### src/rtl/mf_peak_trigger_if.sv
// mf_peak_trigger_if: sample, config and trigger-result signals of mf_peak_trigger.
interface mf_peak_trigger_if #(
  parameter int INBITS    = 16,
  parameter int TS_BITS   = 32,
  parameter int HOLD_BITS = 8
);
  logic signed [INBITS-1:0] in0_i;
  logic signed [INBITS-1:0] in1_i;
  logic [INBITS-1:0]        thresh_i;
  logic [HOLD_BITS-1:0]     holdoff_i;
  logic                     arm_i;
  logic                     armed_o;
  logic                     trig_o;
  logic [INBITS-1:0]        peak_o;
  logic [TS_BITS:0]         peak_idx_o;
  modport master (output in0_i, in1_i, thresh_i, holdoff_i, arm_i,
                  input  armed_o, trig_o, peak_o, peak_idx_o);
  modport slave  (input  in0_i, in1_i, thresh_i, holdoff_i, arm_i,
                  output armed_o, trig_o, peak_o, peak_idx_o);
endinterface

### src/rtl/mf_peak_trigger.sv
// mf_peak_trigger: two-lane threshold/peak-track/holdoff trigger with sample timestamps.
// Define MF_TRIG_ABS_EN to trigger on |x| (saturating) instead of positive excursions only.
module mf_peak_trigger #(
  parameter int INBITS    = 16,
  parameter int TS_BITS   = 32,
  parameter int HOLD_BITS = 8,
  parameter int TRACK_MAX = 16
) (
  input  logic               clk_i,
  input  logic               rstn_i,
  mf_peak_trigger_if.slave   bus
);
  typedef enum logic [1:0] {DISARMED, ARMED, TRACK, HOLDOFF} state_t;

  function automatic logic [INBITS-1:0] mag(input logic signed [INBITS-1:0] x);
`ifdef MF_TRIG_ABS_EN
    mag = !x[INBITS-1] ? x :
          (x == {1'b1, {(INBITS-1){1'b0}}}) ? {1'b0, {(INBITS-1){1'b1}}} : INBITS'(-x);
`else
    mag = x[INBITS-1] ? '0 : x;
`endif
  endfunction

  state_t                   state_q, state_d;
  logic signed [INBITS-1:0] in0_q, in0_d, in1_q, in1_d;
  logic [TS_BITS-1:0]       cnt_q, cnt_d, ts0_q, ts0_d, ts1_q, ts1_d;
  logic [INBITS-1:0]        m0_q, m0_d, m1_q, m1_d;
  logic                     ex0_q, ex0_d, ex1_q, ex1_d;
  logic [INBITS-1:0]        pk_q, pk_d, peak_q, peak_d;
  logic [TS_BITS:0]         pki_q, pki_d, peak_idx_q, peak_idx_d;
  logic [7:0]               tcnt_q, tcnt_d;
  logic [HOLD_BITS-1:0]     hcnt_q, hcnt_d;
  logic                     trig_q, trig_d, armed_q, armed_d;
  logic [INBITS-1:0]        b_pk, c_pk, n_pk;
  logic [TS_BITS:0]         c_idx, n_idx;
  logic                     u0, u1, any;

  always_comb begin
    in0_d = bus.in0_i;
    in1_d = bus.in1_i;
    ts0_d = cnt_q;
    cnt_d = cnt_q + 1'b1;
    m0_d  = mag(in0_q);
    m1_d  = mag(in1_q);
    ex0_d = m0_d > bus.thresh_i;
    ex1_d = m1_d > bus.thresh_i;
    ts1_d = ts0_q;
    // A fresh event starts from 0 so the strict compare gives lane 0 on ties
    b_pk  = (state_q == TRACK) ? pk_q : '0;
    u0    = ex0_q && (m0_q > b_pk);
    c_pk  = u0 ? m0_q : b_pk;
    c_idx = u0 ? {ts1_q, 1'b0} : pki_q;
    u1    = ex1_q && (m1_q > c_pk);
    n_pk  = u1 ? m1_q : c_pk;
    n_idx = u1 ? {ts1_q, 1'b1} : c_idx;
    any   = ex0_q | ex1_q;
    state_d    = state_q;
    pk_d       = pk_q;
    pki_d      = pki_q;
    tcnt_d     = tcnt_q;
    hcnt_d     = hcnt_q;
    trig_d     = 1'b0;
    peak_d     = peak_q;
    peak_idx_d = peak_idx_q;
    case (state_q)
      DISARMED: state_d = bus.arm_i ? ARMED : DISARMED;
      ARMED: begin
        state_d = !bus.arm_i ? DISARMED : any ? TRACK : ARMED;
        pk_d    = n_pk;
        pki_d   = n_idx;
        tcnt_d  = 8'd1;
      end
      TRACK: begin
        pk_d   = n_pk;
        pki_d  = n_idx;
        tcnt_d = tcnt_q + 8'd1;
        if (!any || tcnt_d == 8'(TRACK_MAX)) begin
          trig_d     = 1'b1;
          peak_d     = n_pk;
          peak_idx_d = n_idx;
          hcnt_d     = bus.holdoff_i;
          state_d    = HOLDOFF;
        end
      end
      HOLDOFF: begin
        hcnt_d  = hcnt_q - 1'b1;
        state_d = (hcnt_q != '0) ? HOLDOFF : bus.arm_i ? ARMED : DISARMED;
      end
      default: state_d = DISARMED;
    endcase
    armed_d = (state_d == ARMED) || (state_d == TRACK);
  end

  always_ff @(posedge clk_i) begin
    if (!rstn_i) begin
      state_q    <= DISARMED;
      in0_q      <= '0;
      in1_q      <= '0;
      cnt_q      <= '0;
      ts0_q      <= '0;
      ts1_q      <= '0;
      m0_q       <= '0;
      m1_q       <= '0;
      ex0_q      <= 1'b0;
      ex1_q      <= 1'b0;
      pk_q       <= '0;
      pki_q      <= '0;
      tcnt_q     <= '0;
      hcnt_q     <= '0;
      trig_q     <= 1'b0;
      armed_q    <= 1'b0;
      peak_q     <= '0;
      peak_idx_q <= '0;
    end else begin
      state_q    <= state_d;
      in0_q      <= in0_d;
      in1_q      <= in1_d;
      cnt_q      <= cnt_d;
      ts0_q      <= ts0_d;
      ts1_q      <= ts1_d;
      m0_q       <= m0_d;
      m1_q       <= m1_d;
      ex0_q      <= ex0_d;
      ex1_q      <= ex1_d;
      pk_q       <= pk_d;
      pki_q      <= pki_d;
      tcnt_q     <= tcnt_d;
      hcnt_q     <= hcnt_d;
      trig_q     <= trig_d;
      armed_q    <= armed_d;
      peak_q     <= peak_d;
      peak_idx_q <= peak_idx_d;
    end
  end

  assign bus.trig_o     = trig_q;
  assign bus.armed_o    = armed_q;
  assign bus.peak_o     = peak_q;
  assign bus.peak_idx_o = peak_idx_q;
endmodule

### src/flat_wrapper.sv
// flat-port wrapper written by rule: the top's interface ports become plain ports
module mf_peak_trigger_flat 
#(
  parameter int INBITS    = 16,
  parameter int TS_BITS   = 32,
  parameter int HOLD_BITS = 8,
  parameter int TRACK_MAX = 16
)
  (clk_i, rstn_i, bus_in0_i, bus_in1_i, bus_thresh_i, bus_holdoff_i, bus_arm_i, bus_armed_o, bus_trig_o, bus_peak_o, bus_peak_idx_o);
  mf_peak_trigger_if #(.INBITS(INBITS), .TS_BITS(TS_BITS), .HOLD_BITS(HOLD_BITS)) bus_i ();
  input  logic clk_i;
  input  logic rstn_i;
  input wire logic [$bits(bus_i.in0_i)-1:0] bus_in0_i;
  input wire logic [$bits(bus_i.in1_i)-1:0] bus_in1_i;
  input wire logic [$bits(bus_i.thresh_i)-1:0] bus_thresh_i;
  input wire logic [$bits(bus_i.holdoff_i)-1:0] bus_holdoff_i;
  input wire logic [$bits(bus_i.arm_i)-1:0] bus_arm_i;
  output wire logic [$bits(bus_i.armed_o)-1:0] bus_armed_o;
  output wire logic [$bits(bus_i.trig_o)-1:0] bus_trig_o;
  output wire logic [$bits(bus_i.peak_o)-1:0] bus_peak_o;
  output wire logic [$bits(bus_i.peak_idx_o)-1:0] bus_peak_idx_o;
  assign bus_i.in0_i = bus_in0_i;
  assign bus_i.in1_i = bus_in1_i;
  assign bus_i.thresh_i = bus_thresh_i;
  assign bus_i.holdoff_i = bus_holdoff_i;
  assign bus_i.arm_i = bus_arm_i;
  assign bus_armed_o = bus_i.armed_o;
  assign bus_trig_o = bus_i.trig_o;
  assign bus_peak_o = bus_i.peak_o;
  assign bus_peak_idx_o = bus_i.peak_idx_o;
  mf_peak_trigger #(.INBITS(INBITS), .TS_BITS(TS_BITS), .HOLD_BITS(HOLD_BITS), .TRACK_MAX(TRACK_MAX)) u_core (.clk_i(clk_i), .rstn_i(rstn_i), .bus(bus_i));
endmodule
### config.mk
export PLATFORM = sky130hd
export DESIGN_NAME = mf_peak_trigger_flat
export DESIGN_NICKNAME = d
export VERILOG_FILES = /design/src/rtl/mf_peak_trigger_if.sv /design/src/rtl/mf_peak_trigger.sv /design/src/flat_wrapper.sv
export SDC_FILE = /design/constraint.sdc
export NUM_CORES = 1
export LEC_CHECK = 0
export CELL_PAD_IN_SITES_DETAIL_PLACEMENT = 1
export CELL_PAD_IN_SITES_GLOBAL_PLACEMENT = 1
export CORE_MARGIN = 3
export CORE_UTILIZATION = 44
export CTS_CLUSTER_DIAMETER = 60
export DETAILED_ROUTE_END_ITERATION = 16
export PLACE_DENSITY = 0.81
export SETUP_SLACK_MARGIN = 0.4
export SYNTH_ARGS = -nofsm -noshare
export SYNTH_HDL_FRONTEND = slang
export SYNTH_SLANG_ARGS = --single-unit
### constraint.sdc
create_clock -name clk_i -period 5.3 [get_ports clk_i]
set_clock_uncertainty 0.1 [all_clocks]
set_input_delay 1.06 -clock clk_i [delete_from_list [all_inputs] [get_ports clk_i]]
set_output_delay 1.06 -clock clk_i [all_outputs]
set_load 0.02 [all_outputs]
## Word level (Yosys, flattened, before mapping)

Index checks and enable logic that the tools add are counted.

| storage, ports and cells | value |
|---|---|
| bits in registers | 280 |
| output and inout port bits | 51 |
| logic and storage cells | 63 |
| input bits | 59 |

| cells by class | value |
|---|---|
| magnitude comparators | 4 |
| bitwise operators | 1 |
| multiplexer cells | 17 |
| reductions and logical operators | 13 |
| add/sub/neg operators | 3 |
| eq/ne operators | 7 |

Operators by type and width:

| kind | number |
|---|---|
| $mux W33 | 2 |
| $gt A16 B16 Y1 | 4 |
| $mux W16 | 3 |
| $add A32 B1 Y32 const B | 1 |
| $pmux W8 S2 | 2 |
| $mux W15 | 2 |
| $add A8 B1 Y8 const B | 1 |
| $eq A8 B5 Y1 const B | 1 |
| $mux W2 | 4 |
| $mux W8 | 1 |
| $pmux W2 S4 | 1 |
| $reduce_bool A8 Y1 | 1 |
| $sub A8 B1 Y8 const B | 1 |
| $eq A2 B2 Y1 const B | 3 |
| $reduce_and A2 Y1 | 3 |
| $eq A2 B1 Y1 const B | 2 |
| $reduce_bool A2 Y1 | 2 |
| $logic_and A1 B1 Y1 | 2 |
| $logic_not A2 Y1 | 1 |
| $logic_or A1 B1 Y1 | 2 |
| $mux W1 | 2 |
| $ne A2 B2 Y1 const B | 1 |
| $reduce_or A2 Y1 | 1 |
| $logic_not A1 Y1 | 1 |
| $or A1 B1 Y1 | 1 |

## Logic depth before layout (Yosys ltp)

| depth | value |
|---|---|
| depth in word-level cells | 8 |
| depth in mapped cells | 25 |

## Worst setup path after synthesis

OpenSTA, ideal clock, no wires.

| timing | value |
|---|---|
| path kind | register to register |
| start point | register u_core.state_q[0] |
| end point | register u_core.pki_q[10] |
| setup time | 0.072 ns |
| path buffers | 6 |
| period minus slack after synthesis | 4.793 ns |
| slack | 0.507 ns |
| arrival time | 4.622 ns |
| stages on the path, launching flop included | 25 |
| cells stage by stage | dfxtp_1 -> inv_1 -> ha_1 -> buf_2 -> clkbuf_1 -> nand2_1 -> ha_1 -> nor2b_1 -> o211ai_1 -> a21oi_1 -> o31ai_2 -> nand2_2 -> buf_4 -> mux2_2 -> ha_1 -> nand4_1 -> nor4_1 -> a21boi_1 -> and4b_1 -> buf_2 -> o211ai_4 -> and2_1 -> buf_6 -> buf_12 -> mux2i_1 |

| between the ends | value |
|---|---|
| cells in the longest elaborated chain, start to end | 8 |
| elaborated cells between the ends (all ways) | 11 |
| those cells by class | order compare (2); eq/ne (2); mux (4); reduce/logical (3) |

RTL lines:

| what | line | source |
|---|---|---|
| start: declaration | mf_peak_trigger.sv:24 | `state_t state_q, state_d;` |
| start signal: assignment | mf_peak_trigger.sv:115 | `state_q <= state_d;` |
| $eq A2 B2 Y1 | mf_peak_trigger.sv:49, mf_peak_trigger.sv:65 |  |
| $mux W16 | mf_peak_trigger.sv:49 | `b_pk = (state_q == TRACK) ? pk_q : '0;` |
| $gt A16 B16 Y1 | mf_peak_trigger.sv:50 | `u0 = ex0_q && (m0_q > b_pk);` |
| $logic_and A1 B1 Y1 | mf_peak_trigger.sv:50 |  |
| $mux W16 | mf_peak_trigger.sv:51 | `c_pk = u0 ? m0_q : b_pk;` |
| $gt A16 B16 Y1 | mf_peak_trigger.sv:53 | `u1 = ex1_q && (m1_q > c_pk);` |
| $logic_and A1 B1 Y1 | mf_peak_trigger.sv:53 |  |
| $mux W33 | mf_peak_trigger.sv:55 | `n_idx = u1 ? {ts1_q, 1'b1} : c_idx;` |
| end signal: assignment | mf_peak_trigger.sv:126 | `pki_q <= pki_d;` |
| end: declaration | mf_peak_trigger.sv:30 | `logic [TS_BITS:0] pki_q, pki_d, peak_idx_q, peak_idx_d;` |

Parallel ways exist; a longest one is shown, timed or not.
A chain may end at the register's enable or synchronous reset.

## Worst setup path after layout

| timing | value |
|---|---|
| start point | register u_core.state_q[0] |
| end point | register u_core.peak_q[3] (netlist: u_core.bus.peak_o[3]) |

| between the ends | value |
|---|---|
| cells in the longest elaborated chain, start to end | 8 |
| elaborated cells between the ends (all ways) | 9 |
| those cells by class | order compare (2); eq/ne (1); mux (3); reduce/logical (3) |

RTL lines:

| what | line | source |
|---|---|---|
| $eq A2 B2 Y1 * | mf_peak_trigger.sv:49, mf_peak_trigger.sv:65 |  |
| $mux W16 | mf_peak_trigger.sv:49 |  |
| $gt A16 B16 Y1 | mf_peak_trigger.sv:50 |  |
| $logic_and A1 B1 Y1 | mf_peak_trigger.sv:50 |  |
| $mux W16 | mf_peak_trigger.sv:51 |  |
| $gt A16 B16 Y1 | mf_peak_trigger.sv:53 |  |
| $logic_and A1 B1 Y1 | mf_peak_trigger.sv:53 |  |
| $mux W16 | mf_peak_trigger.sv:54 | `n_pk = u1 ? m1_q : c_pk;` |
| end signal: assignment | mf_peak_trigger.sv:131 | `peak_q <= peak_d;` |
| end: declaration | mf_peak_trigger.sv:29 | `logic [INBITS-1:0] pk_q, pk_d, peak_q, peak_d;` |

Mark *: on every way between the ends. The rest lies on a longest branch, timed or not.

==> results.yml <==
finish:
  area_added_between_synthesis_and_finish_pct: 22.1
  multi_input_area_mm2: 0.00584
  ant_diodes: 0
  final_core_util_pct: 55.1
  finish.cell_count_without_fillers: 1721
  drive_above_1_share_pct: 8.87
  fillerInstances: 2909
  nNetsFinal: 1490
  final-seq-area_mm2: 0.00557
critical_path:
  regToRegStartpoint: "u_core.state_q[0]"
  cp_max_fo: 31
  cp_data_required_time_ps: 5550
  critPathKind: "reg -> reg"
  worst-r2r-setup-slack_ps: 580
  timing.rr.end: "u_core.bus.peak_o[3]"
  ff2ff_path_depth: 22
  crit_path_start_kind: "register"
  cp-end-kind: "register"
  arrival_ps: 4960
synthesis:
  postSynthCellCount: 1264
  yosys_warnings: 0
  syn-mean-instance-area_um2: 9.36
  synthesis.nets: 1391
  seq_area_frac_synth_pct: 47.0
  synth-edff-count: 0
  ys_ff_latch: 278
  main_flop_type_after_synthesis: "sky130_fd_sc_hd__dfxtp_1"
  postSynth.asyncResetShare_pct: 0
  synth_cell_type_count: 59
  syn_area_mm2: 0.0118
routing:
  routedWlPerCell_um: 18.0
  drt_first_iter_violations: 539
  via_count: 9354
  route.detailed.drc: 0
  drt-total-wl_um: 30900
  drt-vias-per-instance: 5.44
  drtPass1Iterations: 5
  antenna_viol_nets_final: 0
place:
  place_congestion: 0.877
  place.detailed.hpwl_um: 20000
  post-place-cells: 1653
  pre_cts_ws_ps: -123
  port_buffers: 109
die:
  core_area_mm2: 0.0262
  io_pins: 110
  die_area_mm2: 0.0289
  die_width_um: 170
  start_util_pct: 45.1
  total_number_of_placement_rows: 59
  chip_height_um: 170
global_routing:
  globalRouteOverflowTotal: 0
  grt_max_degree: 113
  grt_first_pass_wirelength_um: 48000
  grt_antenna_before_repair: 0
  grt_pass1_vias: 9608
  grt_util_all_layers_pct: 19.9
clock_tree:
  cts_made_buffers: 29
  cts_num_sinks: 278
  clock_insertion_delay_at_the_later_pin_of_the_skew_report_ps: 550
  max-clock-path-buffers: 3
  ctsHoldBuffers: 0
  cts_root_buffer: "sky130_fd_sc_hd__clkbuf_16"
  htree_levels: 1
  tritoncts: "built"
  clk_transition_reported_paths_ps: 60
timing:
  final_period_minus_worst_setup_slack_ps: 4720
  worst_slack_ps: 583
  clock.fmax_ghz: 0.212
  rsz0062_at_grt: "false"
  finalHoldViolations: 0
  final-setup-viol-count: 0
  transition_time_at_the_pin_with_the_least_slew_margin_ps: 1050
  max-slew-margin-rel_pct: 29.8
  slew_viol_final: 0
  period_share_pct: 89.0
worst_hold_path:
  timing.hold.worst_path_depth: 1
  min_to: "u_core.ts1_q[13]"
  worstHoldStart: "u_core.ts0_q[13]"
  min-delay-path-class: "reg -> reg"
power_and_ir_drop:
  max-vdd-ir-drop_uv: 212
  power_leakage_nw: 5.42
  power.density_mw_per_mm2: 319
  total_power_mw: 4.60
flow_run:
  max_cap_viol_count: 0
run_status:
  outcome: "complete, no violations"
-- report_power, final --
part | total, mW | internal (mW) | switching (mW) | leakage, nW
Clock | 2.18 | 1.34 | 0.835 | 0.520
Combinational | 0.285 | 0.131 | 0.154 | 2.65
Sequential | 2.14 | 2.12 | 0.0214 | 2.25
-- critical path, stage by stage, from the launching register on --
cell	delay, ps
sky130_fd_sc_hd__dfxtp_2	340
sky130_fd_sc_hd__inv_2	90
sky130_fd_sc_hd__ha_4	140
sky130_fd_sc_hd__clkbuf_4	170
sky130_fd_sc_hd__nand2_1	80
sky130_fd_sc_hd__ha_1	290
sky130_fd_sc_hd__nor2b_1	140
sky130_fd_sc_hd__o211ai_1	230
sky130_fd_sc_hd__a21oi_2	110
sky130_fd_sc_hd__o31ai_4	310
sky130_fd_sc_hd__buf_6	150
sky130_fd_sc_hd__nand2_4	100
sky130_fd_sc_hd__mux2_2	340
sky130_fd_sc_hd__ha_1	320
sky130_fd_sc_hd__a211oi_1	320
sky130_fd_sc_hd__o21ai_0	160
sky130_fd_sc_hd__o211ai_1	120
sky130_fd_sc_hd__and4b_1	300
sky130_fd_sc_hd__buf_4	160
sky130_fd_sc_hd__nor2_1	70
sky130_fd_sc_hd__buf_12	180
sky130_fd_sc_hd__nand4_1	130
sky130_fd_sc_hd__o221ai_1	170
-- cell families (layout without fill, tap and decap cells) --
kind of cell,Yosys count,count (layout),share of synthesized area (%)
multiplexers,81,81,7.02
AND/OR/NAND/NOR,522,523,23.0
AO/OA/AOI/OAI,174,174,9.49
XOR/XNOR,25,25,1.85
buffers and inverters,116,237,4.42
adder cells (fa/ha/maj),68,68,7.19
flip-flops,278,278,47.0
-- final cells by class --
cell class,instances,share of cell area [%]
Clock buffer,42,6.06
Clock inverter,12,1.25
Inverter,46,1.20
Multi-Input combinational cell,871,40.5
Sequential cell,278,38.5
Tap cell,335,2.90
Timing Repair Buffer,137,9.60
-- worst max path at each step --
stage / start / endpoint / slack (ps) / cells after the start
after floorplan: u_core.state_q[0] / u_core.pki_q[10] / 510 / 24
after global placement: u_core.state_q[0] / u_core.pki_q[22] / 100 / 19
after detailed placement: u_core.state_q[0] / u_core.pki_q[27] / -120 / 19
after CTS: u_core.state_q[0] / u_core.pki_q[27] / 430 / 19
after global routing: u_core.state_q[0] / u_core.bus.peak_idx_o[20] / 380 / 22
final: u_core.state_q[0] / u_core.bus.peak_o[3] / 580 / 22
-- sequential cells by signal (all words and copies together), names as in the netlist, 16 cells and up --
register,flops
u_core.bus.peak_idx_o,33
u_core.in1_q,16
u_core.pk_q,16
u_core.bus.peak_o,16
u_core.in0_q,16
u_core.pki_q,33
u_core.ts0_q,32
u_core.ts1_q,32
u_core.cnt_q,32
-- metal layers --
layer  share of wire, %  vias to the layer above  track usage, %
met1                 46                     4554            27.0
met2                 48                      227            34.2
met4                1.6                        0            4.41
met3                4.3                       40            2.56
met5                  0                        -               0
li1                   -                     4533               -
-- Yosys cell counts, drive strengths merged, types with 3 or more instances --
master | n | area, um^2
dfxtp | 278 | 5570
nand2 | 168 | 633
and2 | 134 | 838
ha | 68 | 851
mux2i | 65 | 651
o21ai | 57 | 285
clkbuf | 56 | 210
nor2 | 54 | 203
nand4 | 48 | 300
inv | 46 | 173
a21oi | 39 | 195
nor2b | 39 | 244
o211ai | 22 | 179
nand3 | 21 | 105
mux2 | 16 | 180
o221ai | 16 | 140
nand3b | 15 | 113
buf | 14 | 140
xor2 | 14 | 123
nor3 | 11 | 55.1
xnor2 | 11 | 96.3
a21o | 10 | 75.1
or3 | 7 | 43.8
nand2b | 5 | 31.3
o21a | 5 | 37.5
and3 | 4 | 25.0
a21boi | 3 | 22.5
a31oi | 3 | 18.8
and4 | 3 | 26.3
nor3b | 3 | 22.5
-- per-stage QoR --
step                setup TNS (ps)  hold slack [ps]  instance area, um^2
floorplan                        0              312                11800
global placement                 0              315                13200
detailed placement           -1170              320                13200
CTS                              0              337                14300
global route                     0              350                14400
finish                           0              332                14400
-- timing repair --
action,in CTS,in global routing
pin swaps,1,5
buffers inserted,2,9
resized for setup,5,20
cloned,0,3
endpoints found under the setup margin,96,95
-- layout by cell type, fill, tap and decap left out, types with 3 or more instances in the layout --
master,n
sky130_fd_sc_hd__a21o_1,10
sky130_fd_sc_hd__a21oi_1,37
sky130_fd_sc_hd__a31oi_1,3
sky130_fd_sc_hd__and2_1,133
sky130_fd_sc_hd__and3_1,4
sky130_fd_sc_hd__and4_1,3
sky130_fd_sc_hd__buf_12,3
sky130_fd_sc_hd__buf_4,19
sky130_fd_sc_hd__buf_6,4
sky130_fd_sc_hd__bufinv_16,4
sky130_fd_sc_hd__clkbuf_1,3
sky130_fd_sc_hd__clkbuf_16,31
sky130_fd_sc_hd__clkbuf_8,10
sky130_fd_sc_hd__clkdlybuf4s50_1,108
sky130_fd_sc_hd__clkinv_2,3
sky130_fd_sc_hd__dfxtp_1,276
sky130_fd_sc_hd__ha_1,67
sky130_fd_sc_hd__inv_1,44
sky130_fd_sc_hd__mux2_2,15
sky130_fd_sc_hd__mux2i_1,62
sky130_fd_sc_hd__nand2_1,167
sky130_fd_sc_hd__nand2b_1,5
sky130_fd_sc_hd__nand3_1,20
sky130_fd_sc_hd__nand3b_1,15
sky130_fd_sc_hd__nand4_1,48
sky130_fd_sc_hd__nor2_1,52
sky130_fd_sc_hd__nor2b_1,39
sky130_fd_sc_hd__nor3_1,11
sky130_fd_sc_hd__o211ai_1,21
sky130_fd_sc_hd__o21a_1,5
sky130_fd_sc_hd__o21ai_0,55
sky130_fd_sc_hd__o221ai_1,16
sky130_fd_sc_hd__or3_1,7
sky130_fd_sc_hd__xnor2_1,11
sky130_fd_sc_hd__xor2_1,14
Note: power is estimated with default switching activity, not from simulation.
